File: src/rtl/mod_counter_seq_pkg.sv
// ============================================================================
// Module  : mod_counter_seq_pkg
// Brief   : Shared state encoding and default sizes for the modulo-N run
//           controller and its counter datapath.
// Revision: 1.0 - initial release
// ============================================================================
`default_nettype none

package mod_counter_seq_pkg;

  localparam int DEF_MOD  = 6;
  localparam int DEF_CYCW = 8;

  typedef enum logic [1:0] {
    S_IDLE  = 2'd0,
    S_RUN   = 2'd1,
    S_PAUSE = 2'd2,
    S_DONE  = 2'd3
  } state_t;

endpackage

`default_nettype wire

File: src/rtl/mod_counter.sv
// ============================================================================
// Module  : mod_counter
// Brief   : Modulo-MOD counter datapath with enable, synchronous clear and a
//           registered wrap pulse aligned with the MOD-1 -> 0 step.
// Revision: 1.0 - initial release
// ============================================================================
`default_nettype none

module mod_counter
  import mod_counter_seq_pkg::*;
#(
  parameter  int MOD = DEF_MOD,
  localparam int CW  = $clog2(MOD)
) (
  input  logic          clk,
  input  logic          reset,
  input  logic          en,
  input  logic          clr,
  output logic [CW-1:0] count,
  output logic          wrap
);

  logic [CW-1:0] r_count;
  logic          r_wrap;
  logic          w_last;

  assign w_last = (r_count == CW'(MOD - 1));

  // Clear wins over enable so an abort never produces a wrap pulse.
  always_ff @(posedge clk or negedge reset) begin
    if (!reset) begin
      r_count <= '0;
      r_wrap  <= 1'b0;
    end else begin
      r_wrap <= en & ~clr & w_last;
      if (clr) begin
        r_count <= '0;
      end else if (en) begin
        r_count <= w_last ? '0 : r_count + CW'(1);
      end
    end
  end

  assign count = r_count;
  assign wrap  = r_wrap;

endmodule

`default_nettype wire

File: src/rtl/mod_counter_seq.sv
// ============================================================================
// Module  : mod_counter_seq
// Brief   : Run controller sequencing mod_counter through N full wraps, with
//           stop/abort and optional pause (MOD_COUNTER_SEQ_PAUSE_EN).
// Revision: 1.0 - initial release
// ============================================================================
`default_nettype none

module mod_counter_seq
  import mod_counter_seq_pkg::*;
#(
  parameter  int MOD  = DEF_MOD,
  parameter  int CYCW = DEF_CYCW,
  localparam int CW   = $clog2(MOD)
) (
  input  logic            clk,
  input  logic            reset,
  input  logic            start,
  input  logic            pause,
  input  logic            stop,
  input  logic [CYCW-1:0] num_wraps,
  output logic [CW-1:0]   count,
  output logic            wrap,
  output logic [CYCW-1:0] wraps_done,
  output logic            busy,
  output logic            done
);

  state_t          r_state;
  state_t          w_next;
  logic [CYCW-1:0] r_target;
  logic [CYCW-1:0] r_wraps_done;
  logic            w_en;
  logic            w_clr;
  logic            w_last;
  logic            w_hold;
  logic            w_accept;

`ifdef MOD_COUNTER_SEQ_PAUSE_EN
  assign w_hold = pause;
`else
  // The pause port is kept for pin compatibility but has no effect.
  assign w_hold = pause & 1'b0;
`endif

  assign w_last   = (count == CW'(MOD - 1));
  assign w_accept = (r_state == S_IDLE) && start;

  always_comb begin
    w_next = r_state;
    w_en   = 1'b0;
    w_clr  = 1'b0;
    case (r_state)
      S_IDLE: begin
        w_clr = 1'b1;
        if (start) begin
          w_next = (num_wraps != '0) ? S_RUN : S_DONE;
        end
      end
      S_RUN: begin
        if (stop) begin
          w_clr  = 1'b1;
          w_next = S_IDLE;
        end else if (w_hold) begin
`ifdef MOD_COUNTER_SEQ_PAUSE_EN
          w_next = S_PAUSE;
`endif
        end else begin
          w_en = 1'b1;
          if (w_last && ((r_wraps_done + CYCW'(1)) == r_target)) begin
            w_next = S_DONE;
          end
        end
      end
`ifdef MOD_COUNTER_SEQ_PAUSE_EN
      S_PAUSE: begin
        if (stop) begin
          w_clr  = 1'b1;
          w_next = S_IDLE;
        end else if (!pause) begin
          w_next = S_RUN;
        end
      end
`endif
      S_DONE: begin
        w_clr  = 1'b1;
        w_next = S_IDLE;
      end
      default: begin
        w_clr  = 1'b1;
        w_next = S_IDLE;
      end
    endcase
  end

  always_ff @(posedge clk or negedge reset) begin
    if (!reset) begin
      r_state      <= S_IDLE;
      r_target     <= '0;
      r_wraps_done <= '0;
    end else begin
      r_state <= w_next;
      if (w_accept) begin
        r_wraps_done <= '0;
        if (num_wraps != '0) begin
          r_target <= num_wraps;
        end
      end else if (w_en && w_last) begin
        r_wraps_done <= r_wraps_done + CYCW'(1);
      end
    end
  end

  mod_counter #(
    .MOD (MOD)
  ) u_counter (
    .clk   (clk),
    .reset (reset),
    .en    (w_en),
    .clr   (w_clr),
    .count (count),
    .wrap  (wrap)
  );

  assign wraps_done = r_wraps_done;
  assign busy       = (r_state == S_RUN) || (r_state == S_PAUSE);
  assign done       = (r_state == S_DONE);

endmodule

`default_nettype wire

File: config.mk
export PLATFORM = sky130hd
export DESIGN_NAME = mod_counter_seq
export DESIGN_NICKNAME = d
export VERILOG_FILES = /design/src/rtl/mod_counter_seq_pkg.sv /design/src/rtl/mod_counter.sv /design/src/rtl/mod_counter_seq.sv
export SDC_FILE = /design/constraint.sdc
export NUM_CORES = 1
export LEC_CHECK = 0
export CORE_ASPECT_RATIO = 1.1
export CORE_UTILIZATION = 51
export CTS_CLUSTER_DIAMETER = 200
export DETAILED_ROUTE_END_ITERATION = 7
export GPL_TIMING_DRIVEN = 1
export HOLD_SLACK_MARGIN = 0.12
export PLACE_DENSITY_LB_ADDON = 0.05
export SLEW_MARGIN = 25
export SYNTH_ARGS = -nofsm -noshare
export SYNTH_HDL_FRONTEND = slang
export SYNTH_HIERARCHICAL = 1
export SYNTH_SLANG_ARGS = --single-unit
export TNS_END_PERCENT = 5
File: constraint.sdc
create_clock -name clk -period 2.56 [get_ports clk]
set_clock_uncertainty 0.1 [all_clocks]
set_input_delay 0.384 -clock clk [delete_from_list [all_inputs] [get_ports clk]]
set_output_delay 0.384 -clock clk [all_outputs]
set_load 0.01 [all_outputs]
==> results.sh <==
export IMPL_antenna_cells=0
export IMPL_io_buffers=25
export IMPL_leakage_nw=0.6694
export IMPL_drt_iter0_markers=15
export IMPL_peakVddDrop_uv=414.5
export IMPL_die_h_um=56.09
export IMPL_period_minus_slack_ns=2.109
export IMPL_setup_viol=0
export IMPL_syn_avg_cell_area_um2=9.551
export IMPL_first_global_vias=1058
export IMPL_initial_core_util_pct=53.82
export IMPL_maxSlewHeadroom_pct=45.47
export IMPL_globalplace_congestion=0.8396
export IMPL_drtAntennaViolNets=0
export IMPL_track_usage_pct=21.51
export IMPL_worstPathArrival_ns=2.24
export IMPL_die_area_mm2=0.002870
export IMPL_numCtsBuffers=3
export IMPL_crit_chain="ha_1, xnor2_1, a221oi_1, o2111a_1, o2111ai_1, o21ai_0"
export IMPL_dp_slack_ns=0.2479
export IMPL_grt_overflow=0
export IMPL_crit_buf_inv=0
export IMPL_worst_pin_slew_ns=0.8162
export IMPL_ys_dominant_reg_cell="dfrtp_1"
export IMPL_syn_to_final_growth_pct=22.79
export IMPL_hold_path_class="in2async"
export IMPL_worstPathRequired_ns=2.69
export IMPL_grt_pass1_wl_um=4623
export IMPL_async_flop_share_pct=100.0
export IMPL_finalHoldViolCount=0
export IMPL_fill_cells=224
export IMPL_startpoint_type="flip-flop"
export IMPL_cts_clk_slew_worst_paths_ns=0.12
export IMPL_cap_violations=0
export IMPL_h_tree_depth=1
export IMPL_drc_errors=0
export IMPL_root_buffer="clkbuf_4"
export IMPL_worst_skew_pair_late_latency_ns=0.31
export IMPL_fin_nets=186
export IMPL_cts_resized=0
export IMPL_syn_cell_area_mm2=0.001356
export IMPL_syn_inst=142
export IMPL_pin_count=27
export IMPL_synth_nets=159
export IMPL_rsz0062_at_grt="no"
export IMPL_tns_ns=0
export IMPL_routed_wl_um=2746
export IMPL_final_cell_mix="clkdlybuf4s50_1 (25), dfrtp_1 (22), nand2_1 (17)"
export IMPL_final_period_utilization_pct=82.38
export IMPL_fp_row_count=19
export IMPL_end_kind="flip-flop"
export IMPL_yosysUniqueCellTypes=39
export IMPL_synth_yosys_seq_area_share_pct=40.59
export IMPL_timing_final_ws_setup_ns=0.4511
export IMPL_drv_slew=0
export IMPL_clock_sinks=22
export IMPL_synth_edf_count=0
export IMPL_core_area_mm2=0.002520
export IMPL_post_cts_setup_buffers=0
export IMPL_avgRoutedWirePerCell_um=13.80
export IMPL_vias_per_cell=5.693
export IMPL_ys_seq_elements=22
export IMPL_drive_above_1_share_pct=10.12
export IMPL_worstPathMaxFanout=8
export IMPL_vias=1133
export IMPL_die_w_um=51.17
export IMPL_final_common_cell="clkdlybuf4s50_1"
export IMPL_grt_max_degree=23
export IMPL_clock_path_buffers=2
export IMPL_post_dp_hpwl_um=2089
export IMPL_cp_slowest_cell="dfrtp_1"
export IMPL_worst_path_largest_cell_delay_ns=0.47
export IMPL_critPathKind="reg2reg"
export IMPL_power_density_mw_per_mm2=616.6
export IMPL_status="finished clean"
export IMPL_yosys_warnings=6
export IMPL_drt_first_pass_iters=4
export IMPL_fmax_mhz=474.2
export IMPL_path_delay_family="compound AO/OA/AOI/OAI gates"
export IMPL_holdBufCountCts=0
export IMPL_cts_tree="built"
export IMPL_antenna_found_initial=0
## per-layer routing
layer	vias up	routed length, µm	GRT usage [%]
li1	551	-	-
met1	557	1281	28.55
met2	20	1358	35.15
met3	5	71	3.279
met4	0	35	7.143
met5	-	0	0
## worst register-to-register path, stage by stage (launching register included)
cell and delay, ns:
dfrtp_1 0.47, ha_1 0.33, xnor2_1 0.17, a221oi_1 0.32, o2111a_1 0.23, o2111ai_1 0.19
o21ai_0 0.23
## report_power, final
part / switching (mW) / internal [mW]
clock: 0.109 / 0.0869
sequential: 0.0678 / 0.410
combinational: 0.161 / 0.193
## Yosys cell counts, types with 2 or more instances
master,number,area [µm²]
a21bo_1,2,20.02
a21oi_1,7,35.03
a31oi_1,2,12.51
and4_1,2,17.52
buf_2,4,20.02
buf_6,2,22.52
dfrtp_1,22,550.5
ha_1,4,50.05
inv_1,6,22.52
mux2_4,6,90.09
nand2_1,17,63.81
nand2b_1,2,12.51
nand3_1,3,15.01
nand4b_1,2,17.52
nor2_1,14,52.55
nor2b_1,4,25.02
nor3_1,3,15.01
nor4_1,2,12.51
o21ai_0,5,25.02
or2_2,2,12.51
or4_1,2,15.01
xnor2_1,10,87.58
xor2_1,3,26.28
## kinds of logic after synthesis
kind of cell               count (synthesis)  share of synthesized area, %
DFF                                       22                         40.59
and+or+nand+nor                           58                         22.23
xor gates and xnor gates                  13                         8.395
buffers and inverters                     13                         5.073
AOI/OAI and AO/OA                         26                         13.38
adders and majority gates                  4                         3.690
muxes                                      6                         6.642
## stage by stage
step	util [%]	hold slack (ns)	total power [mW]	area (µm²)	instances
2_1_floorplan	-	-0.01159	0.7346	1356	142
3_3_place_gp	64.65	0.4258	0.8196	1629	195
3_5_place_dp	64.65	0.4320	0.8377	1629	195
4_1_cts	66.09	0.3115	1.034	1665	199
5_1_grt	66.09	0.3212	1.095	1665	199
6_report	66.09	0.3053	1.027	1665	199
## flip-flops by register name, summed over array words and instances, names as in the netlist
| register | count |
|---|---|
| u_counter/wrap | 1 |
| wraps_done | 8 |
| r_target | 8 |
| r_state | 2 |
| u_counter/count | 3 |
## worst paths after layout
check	from	end	slack, ns	cells after the start
max reg2reg	wraps_done[0]	r_state[1]	0.45	6
max in group asynchronous	reset	r_state[0]	1.83	2
min in group clk	r_target[7]	r_target[7]	0.46	1
max	wraps_done[0]	r_state[1]	0.45	6
min reg2reg	r_target[7]	r_target[7]	0.46	1
min	reset	wraps_done[2]	0.31	2
## cell type report
cell class	count	area (µm²)	area share, %
timing repair buffer	29	280.3	16.83
clock buffer	4	36.28	2.179
inverter	6	22.52	1.352
sequential	22	550.5	33.06
tap	31	38.79	2.329
multi-input combinational	107	737.0	44.25
No activity file was read; power rests on OpenSTA's default activity.
